[src/rtl/ysyx_23060096_pkg.sv]
// Shared definitions for the NPC front end: fetch FSM encoding, reset PC and
// the canonical NOP word.
package ysyx_23060096_pkg;

    localparam logic [1:0] ST_IDLE = 2'd0;
    localparam logic [1:0] ST_REQ  = 2'd1;
    localparam logic [1:0] ST_WAIT = 2'd2;
    localparam logic [1:0] ST_HOLD = 2'd3;

    typedef enum logic [1:0] {
        IDLE = ST_IDLE,
        REQ  = ST_REQ,
        WAIT = ST_WAIT,
        HOLD = ST_HOLD
    } ifu_state_e;

    localparam logic [31:0] RESET_PC_DEFAULT = 32'h8000_0000;
    localparam logic [31:0] INST_NOP         = 32'h0000_0013;

    // Even parity over an instruction word, for integrity tagging downstream.
    function automatic logic inst_parity(input logic [31:0] word);
        return ^word;
    endfunction

endpackage

[src/rtl/ysyx_23060096_Reg.sv]
// Generic enabled register with asynchronous active-low reset to a
// parameterised value.
module ysyx_23060096_Reg #(
    parameter int               WIDTH     = 32,
    parameter logic [WIDTH-1:0] RESET_VAL = {WIDTH{1'b0}}
) (
    input  logic             clk,
    input  logic             rst_n,
    input  logic             en,
    input  logic [WIDTH-1:0] d,
    output logic [WIDTH-1:0] q
);

    logic [WIDTH-1:0] q_r;

    // Storage element: load on enable, otherwise hold.
    always_ff @(posedge clk or negedge rst_n) begin
        if (!rst_n) begin
            q_r <= RESET_VAL;
        end else if (en) begin
            q_r <= d;
        end else begin
            q_r <= q_r;
        end
    end

    assign q = q_r;

endmodule

[src/rtl/ysyx_23060096_ifu.sv]
// Instruction fetch unit: owns the PC, issues one fetch at a time and holds the
// returned word for decode. Redirects flush in-flight fetches via the drop flag.
module ysyx_23060096_ifu
    import ysyx_23060096_pkg::*;
#(
    parameter int              XLEN     = 32,
    parameter logic [XLEN-1:0] RESET_PC = XLEN'(RESET_PC_DEFAULT)
) (
    input  logic            clk,
    input  logic            rst_n,
    output logic            imem_req_valid,
    input  logic            imem_req_ready,
    output logic [XLEN-1:0] imem_req_addr,
    input  logic            imem_rsp_valid,
    input  logic [31:0]     imem_rsp_data,
    output logic            inst_valid,
    input  logic            inst_ready,
    output logic [31:0]     inst,
    output logic [XLEN-1:0] inst_pc,
    input  logic            redirect_valid,
    input  logic [XLEN-1:0] redirect_pc
);

    ifu_state_e      state_r;
    ifu_state_e      state_s;
    logic            drop_r;
    logic            drop_s;
    logic            capture_s;
    logic            advance_s;
    logic            pc_en_s;
    logic [XLEN-1:0] pc_d_s;
    logic [XLEN-1:0] pc_q_s;
    logic [XLEN-1:0] pc_plus4_s;
    logic [XLEN-1:0] redirect_target_s;
    logic            redirect_lsb_unused_s;

    assign redirect_target_s     = {redirect_pc[XLEN-1:2], 2'b00};
    assign redirect_lsb_unused_s = ^redirect_pc[1:0];
    assign pc_plus4_s            = pc_q_s + {{(XLEN-3){1'b0}}, 3'b100};

    // FSM state and drop flag registers.
    always_ff @(posedge clk or negedge rst_n) begin
        if (!rst_n) begin
            state_r <= IDLE;
            drop_r  <= 1'b0;
        end else begin
            state_r <= state_s;
            drop_r  <= drop_s;
        end
    end

    // Next-state, drop-flag and capture/advance decode.
    always_comb begin
        state_s   = state_r;
        drop_s    = drop_r;
        capture_s = 1'b0;
        advance_s = 1'b0;
        case (state_r)
            IDLE: begin
                state_s = REQ;
            end
            REQ: begin
                if (imem_req_ready) begin
                    state_s = WAIT;
                    drop_s  = redirect_valid;
                end else begin
                    state_s = REQ;
                end
            end
            WAIT: begin
                if (imem_rsp_valid) begin
                    // A pending or same-cycle redirect makes this response stale.
                    if (drop_r || redirect_valid) begin
                        state_s = REQ;
                        drop_s  = 1'b0;
                    end else begin
                        state_s   = HOLD;
                        capture_s = 1'b1;
                    end
                end else if (redirect_valid) begin
                    drop_s = 1'b1;
                end else begin
                    drop_s = drop_r;
                end
            end
            HOLD: begin
                if (redirect_valid) begin
                    state_s = REQ;
                end else if (inst_ready) begin
                    state_s   = REQ;
                    advance_s = 1'b1;
                end else begin
                    state_s = HOLD;
                end
            end
            default: begin
                state_s = IDLE;
                drop_s  = 1'b0;
            end
        endcase
    end

    // PC update selection: redirect beats sequential advance.
    always_comb begin
        pc_en_s = 1'b0;
        pc_d_s  = pc_q_s;
        if (redirect_valid) begin
            pc_en_s = 1'b1;
            pc_d_s  = redirect_target_s;
        end else if (advance_s) begin
            pc_en_s = 1'b1;
            pc_d_s  = pc_plus4_s;
        end else begin
            pc_en_s = 1'b0;
            pc_d_s  = pc_q_s;
        end
    end

    ysyx_23060096_Reg #(
        .WIDTH     (XLEN),
        .RESET_VAL (RESET_PC)
    ) u_pc_reg (
        .clk   (clk),
        .rst_n (rst_n),
        .en    (pc_en_s),
        .d     (pc_d_s),
        .q     (pc_q_s)
    );

    ysyx_23060096_Reg #(
        .WIDTH     (32),
        .RESET_VAL (32'h0000_0000)
    ) u_inst_reg (
        .clk   (clk),
        .rst_n (rst_n),
        .en    (capture_s),
        .d     (imem_rsp_data),
        .q     (inst)
    );

    ysyx_23060096_Reg #(
        .WIDTH     (XLEN),
        .RESET_VAL (RESET_PC)
    ) u_inst_pc_reg (
        .clk   (clk),
        .rst_n (rst_n),
        .en    (capture_s),
        .d     (pc_q_s),
        .q     (inst_pc)
    );

    assign imem_req_valid = (state_r == REQ);
    assign imem_req_addr  = pc_q_s;
    assign inst_valid     = (state_r == HOLD);

endmodule

[config.mk]
export PLATFORM = sky130hd
export DESIGN_NAME = ysyx_23060096_ifu
export DESIGN_NICKNAME = d
export VERILOG_FILES = /design/src/rtl/ysyx_23060096_pkg.sv /design/src/rtl/ysyx_23060096_Reg.sv /design/src/rtl/ysyx_23060096_ifu.sv
export SDC_FILE = /design/constraint.sdc
export NUM_CORES = 1
export LEC_CHECK = 0
export CORE_UTILIZATION = 52
export CTS_BUF_LIST = sky130_fd_sc_hd__clkbuf_8
export DETAILED_ROUTE_END_ITERATION = 12
export PLACE_DENSITY = 0.88
export SLEW_MARGIN = 20
export SYNTH_ARGS = -nofsm -noshare
export SYNTH_HDL_FRONTEND = slang
export SYNTH_HIERARCHICAL = 1
export SYNTH_SLANG_ARGS = --single-unit
export TNS_END_PERCENT = 100
[constraint.sdc]
create_clock -name clk -period 5.3 [get_ports clk]
set_clock_uncertainty 0.1 [all_clocks]
set_input_delay 1.06 -clock clk [delete_from_list [all_inputs] [get_ports clk]]
set_output_delay 1.06 -clock clk [all_outputs]
set_load 0.02 [all_outputs]
---- After elaboration in Yosys (flattened, before gate mapping) ----
Index checks and enable logic that the tools add are counted.
storage, ports and cells
  flip-flop bits (word level) ............. 99
  word-level logic and storage cells ...... 40
operators by class
  add/sub/neg operators ................... 1
  equal/unequal tests ..................... 7
  multiplexer cells ....................... 21
  reduce and logical (&&, ||, !) cells .... 6
operators with widths
  kind                                                             count
  32-bit 2-to-1 mux                                                2
  32-bit by 3-bit adder with 32-bit output, second input constant  1
  1-bit 2-to-1 mux                                                 12
  2-bit 2-to-1 mux                                                 5
  2-bit one-hot mux with 4 select lines                            1
  3-bit != test, second input constant                             2
  2-bit == test, second input constant                             2
  4-bit AND reduction                                              1
  2-bit nonzero test                                               2
  2-bit by 1-bit == test with 1-bit output, second input constant  1
  2-bit logical NOT                                                1
  2-bit by 1-bit != test with 1-bit output, second input constant  1
  2-bit != test, second input constant                             1
  1-bit one-hot mux with 2 select lines                            1
  2-bit AND reduction                                              1
  1-bit logical OR                                                 1

---- Logic depth before layout (Yosys ltp) ----
  depth after elaboration ................. 6
  mapped depth ............................ 7

---- By module ----
Netlist, hierarchy kept.
modules (own cells, without submodules)
  module                                  times used  cells an instance  area each (um^2)  seq. area each (um^2)
  ysyx_23060096_Reg at u_inst_pc_reg ...  2           68                 1346.3            802.0
  ysyx_23060096_Reg at u_inst_reg         1           68                 1345.0            800.8
  ysyx_23060096_ifu                       1           203                1273.7            75.1

---- Worst setup path after synthesis ----
Ideal clock, no wire load.
  path type ............................... in2reg
  from .................................... input port redirect_valid
  to ...................................... register u_pc_reg.q_r[25], in the netlist u_pc_reg/q[25]
  setup time .............................. 0.125 ns
  data arrival time ....................... 2.638 ns
  setup slack ............................. 2.437 ns
  stages on the path ...................... 6
  path buffers ............................ 1
  cell sequence ........................... nand2b_1 > or4_4 > buf_2 > o41ai_1 > a31oi_1 > mux2_4
on the way
  elaborated cells between the ends (all ways) .. 7
  those cells by class .................... mux: 5; reduce/logical: 2
RTL lines
  item                  RTL line                  source
  start, declared       ysyx_23060096_ifu.sv:20   input logic redirect_valid,
  32-bit 2-to-1 mux     ysyx_23060096_ifu.sv:107  if (redirect_valid) begin
  net pc_d_s[25]        ysyx_23060096_ifu.sv:31   logic [XLEN-1:0] pc_d_s;
  end signal, assigned  ysyx_23060096_Reg.sv:23   q_r <= q_r;
  end, declared         ysyx_23060096_Reg.sv:14   logic [WIDTH-1:0] q_r;
The timed path passes the listed nets, and every way through them passes these cells.
A chain may end at the register's enable or synchronous reset.

---- Worst setup path in the final report ----
  from .................................... input port redirect_valid
  to ...................................... register u_inst_reg.q_r[9], in the netlist u_inst_reg/q[9]
on the way
  cells in the longest elaborated chain, start to end .. 4
RTL lines
  item                  RTL line                 source
  1-bit logical OR      ysyx_23060096_ifu.sv:73  if (drop_r || redirect_valid) begin
  1-bit 2-to-1 mux      ysyx_23060096_ifu.sv:73
  1-bit 2-to-1 mux      ysyx_23060096_ifu.sv:71  if (imem_rsp_valid) begin
  1-bit 2-to-1 mux      ysyx_23060096_ifu.sv:58  case (state_r)
  net capture_s         ysyx_23060096_ifu.sv:28  logic capture_s;
  end signal, assigned  ysyx_23060096_Reg.sv:23
  end, declared         ysyx_23060096_Reg.sv:14
The timed path passes the listed nets, and every way through them passes these cells.

==> summary.md <==
| Metric | Value |
|---|---|
| Outcome | complete, no violations |
| Final WL | 12950 µm |
| Number of nets at the end of the flow | 633 |
| Total core area | 0.009819 mm² |
| Number of hold buffers added after CTS | 0 |
| Final weighted congestion in routability-driven placement | 0.8117 |
| Syn-to-layout area delta | 33.57% |
| Count of routing violations after the opening detailed-route iteration | 153 |
| Minimum setup slack in the final design | 1.803 ns |
| ANT nets after route | 0 |
| TritonCTS clock tree | done |
| Setup CP Type | primary input to flop |
| Number of buffers created by CTS | 9 |
| Longest Clk Path Bufs | 2 |
| Capture endpoint of the worst hold path | u_inst_reg/q[11] |
| Resized Gates After CTS | 0 |
| Number of slew-limit violations in the final report | 0 |
| Antenna cell count | 0 |
| Yosys Warn Count | 6 |
| Library cells used by synthesis | 47 |
| Launching element type of the critical path | primary input |
| H-tree level count | 3 |
| Critical R2R Launch | u_pc_reg/q[20] |
| Pwr Density | 515.5 mW/mm² |
| Endpoints failing hold | 0 |
| Post-Syn Nets | 478 |
| Initial cell density of the core | 54.09% |
| Max transition margin | 25.18% |
| Wire length of the first global-routing pass | 20030 µm |
| Number of enable-type register cells in the synthesized netlist | 0 |
| Sequential fraction of design power | 37.3% |
| Vias | 3888 |
| Number of clock sinks | 99 |
| Number of rows created at floorplan | 36 |
| Clk root buf | sky130_fd_sc_hd__clkbuf_8 |
| Final setup violating endpoints | 0 |
| Worst Path Max Fanout | 32 |
| Worst hold path depth | 1 |
| Die W | 103.1 µm |
| Die span in y | 103.1 µm |
| Total routing usage reported by global routing | 24.62% |
| Synthesized instance count | 407 |
| Worst R2R Setup Slack | 2.59 ns |
| Net switching fraction of the power | 36.99% |
| Measured slew at the worst slew-check pin | 1.118 ns |
| Clock share of power | 13.1% |
| Sequential-to-total area share from yosys stat | 46.69% |
| Final worst path period share | 65.97% |
| Hold Crit Start | u_inst_reg/q[11] |
| Clk slew on worst S/H paths | 0.09 ns |
| Count of boundary I/O pins | 168 |
| Iteration count of the initial detailed-routing pass | 4 |
| Setup TNS | 0 ns |
| Internal portion of total power | 2304 µW |
| Post-synth top flop | sky130_fd_sc_hd__dfrtp_1 |
| Cell area after synthesis | 0.005311 mm² |
| DRC violations left | 0 |
| Via-per-instance ratio | 5.554 |
| Capturing point of the worst reg2reg path | u_pc_reg/q[29] |
| Die area | 0.01062 mm² |
| Static Leak | 0.003003 µW |
| Setup repair after global routing missed its margin | false |
| Share of cells above drive strength 1 | 23.46% |
| Count of input and output buffers | 165 |
| Switching power of the nets | 1353 µW |
| Arrival time at the worst endpoint | 3.64 ns |
| Minimum setup slack after placement | 1.414 ns |
| Async S/R FF share, synth | 100.0% |
| Leftover overflow at the end of global routing | 0 |
| Antenna violations before repair | 0 |
| Class of the worst hold path | flop to flop |
| Number of global-route vias before repair | 4062 |
| Capturing element type of the critical path | flop |
| Required time at the endpoint of the critical path | 5.45 ns |
| Worst ir drop on vdd | 0.2449 mV |
| Pin count of the biggest net entering global routing | 65 |
| Final HPWL DP | 9198 µm |
| Max-cap violations | 0 |
| Routed len/inst | 18.50 µm |
| Depth of the worst register-to-register path | 5 |
| Setup Fix Bufs, Post-CTS | 0 |
| Post-Synthesis Mean Instance Area | 13.05 µm² |
| Fraction of power consumed by combinational cells | 49.6% |
| Post-synthesis sequential element count | 99 |
| Clock latency reported for the late side of the worst-skew pair | 0.36 ns |
| Min cycle time layout | 3.497 ns |
| Top achievable clock speed | 286.0 MHz |
## power groups by stage
stage	clock (µW)	combinational, µW	sequential [µW]
floorplan	0	718	1660
global placement	0	1780	1340
detailed placement	0	1810	1370
CTS	495	1820	1360
global route	521	1920	1410
finish	479	1820	1360
## routing by layer
| metal | vias to the layer above | share of wire, % | track usage, % |
|---|---|---|---|
| met5 | - | 0 | 0 |
| met4 | 0 | 2.0 | 9.859 |
| met3 | 24 | 7.0 | 5.966 |
| met2 | 145 | 48 | 42.77 |
| met1 | 1916 | 43 | 29.39 |
| li1 | 1803 | - | - |
## per-stage QoR
stage | cells | power [µW] | cell area [µm²] | hold WS, ns | util, %
6_report | 700 | 3657 | 7094 | 0.4128 | 72.25
5_1_grt | 700 | 3847 | 7094 | 0.4317 | 72.25
4_1_cts | 700 | 3680 | 7088 | 0.4178 | 72.18
3_5_place_dp | 684 | 3186 | 6894 | 0.3919 | 70.21
3_3_place_gp | 684 | 3115 | 6894 | 0.3903 | 70.21
2_1_floorplan | 407 | 2376 | 5311 | 0.4508 | -
## layout make-up
cell class | count | area (µm²)
fill | 705 | 2725
multi-input combinational | 273 | 2534
sequential | 99 | 2480
timing repair buffer | 170 | 1687
tap | 133 | 166.4
clock buffer | 9 | 123.9
clock inverter | 7 | 70.07
inverter | 9 | 33.78
## cells by family (layout without fill, tap and decap cells)
kind of cell	count (synthesis)	in the layout	synth area share (%)
AOI/OAI and AO/OA	58	58	7.209
xor gates and xnor gates	8	8	1.319
adders and majority gates	1	1	0.2355
buffers and inverters	35	195	5.818
DFF	99	99	46.69
muxes	97	97	26.90
and+or+nand+nor	109	109	11.83
## critical path: stages
cell and delay, ns:
sky130_fd_sc_hd__clkdlybuf4s50_1 0.51, sky130_fd_sc_hd__inv_1 0.48, sky130_fd_sc_hd__and4_4 0.77, sky130_fd_sc_hd__buf_4 0.45, sky130_fd_sc_hd__mux2_4 0.35
## how the worst max path moves through the flow
stage | startpoint | endpoint | slack, ns | depth (start not counted)
final | redirect_valid | u_inst_reg/q[9] | 1.80 | 5
after floorplan | redirect_valid | u_pc_reg/q[25] | 2.44 | 6
after global placement | redirect_valid | u_inst_reg/q[3] | 1.48 | 5
after detailed placement | redirect_valid | u_inst_reg/q[9] | 1.41 | 5
after global routing | redirect_valid | u_inst_reg/q[9] | 1.68 | 5
after CTS | redirect_valid | u_inst_reg/q[9] | 1.81 | 5
## cells in the mapped netlist (2+ instances only)
library cell               number  area share [%]
sky130_fd_sc_hd__o41ai_1        3            0.49
sky130_fd_sc_hd__buf_6          3            0.64
sky130_fd_sc_hd__mux2_4        90              25
sky130_fd_sc_hd__or4_1         10             1.4
sky130_fd_sc_hd__nor2_1        20             1.4
sky130_fd_sc_hd__buf_12         9             3.4
sky130_fd_sc_hd__o31ai_1        9             1.3
sky130_fd_sc_hd__nand2_1       26             1.8
sky130_fd_sc_hd__or4b_1         2            0.38
sky130_fd_sc_hd__dfrtp_1       97              46
sky130_fd_sc_hd__o211ai_1       3            0.42
sky130_fd_sc_hd__a21oi_1        4            0.38
sky130_fd_sc_hd__clkbuf_1       9            0.64
sky130_fd_sc_hd__inv_1          9            0.64
sky130_fd_sc_hd__a31o_2         4            0.66
sky130_fd_sc_hd__o21ai_0       13             1.2
sky130_fd_sc_hd__a31oi_1       18             2.1
sky130_fd_sc_hd__and3_1         5            0.59
sky130_fd_sc_hd__nand4_1       10             1.2
sky130_fd_sc_hd__xnor2_1        4            0.66
sky130_fd_sc_hd__o311ai_0       2            0.33
sky130_fd_sc_hd__and4_1         2            0.33
sky130_fd_sc_hd__xor2_1         4            0.66
sky130_fd_sc_hd__nor4_1         7            0.82
sky130_fd_sc_hd__dfstp_2        2            0.99
sky130_fd_sc_hd__nand3_1        7            0.66
sky130_fd_sc_hd__mux2_2         6             1.3
sky130_fd_sc_hd__nor2b_1        7            0.82
sky130_fd_sc_hd__buf_2          4            0.38
## cell usage in the layout, fill, tap and decap left out, types with 10 or more instances in the layout
cell type and n:
sky130_fd_sc_hd__dfrtp_1 97, sky130_fd_sc_hd__a31oi_1 18, sky130_fd_sc_hd__o21ai_0 13, sky130_fd_sc_hd__nand2_1 25
sky130_fd_sc_hd__or4_1 10, sky130_fd_sc_hd__clkdlybuf4s50_1 164, sky130_fd_sc_hd__nor2_1 20, sky130_fd_sc_hd__mux2_4 90
sky130_fd_sc_hd__nand4_1 10, sky130_fd_sc_hd__inv_1 10
## registers in the layout (all words and copies together), names as in the netlist
| register | flops |
|---|---|
| drop_r | 1 |
| u_inst_reg/q | 32 |
| u_inst_pc_reg/q | 32 |
| u_pc_reg/q | 32 |
| state_r | 2 |
No activity file was read; power rests on OpenSTA's default activity.
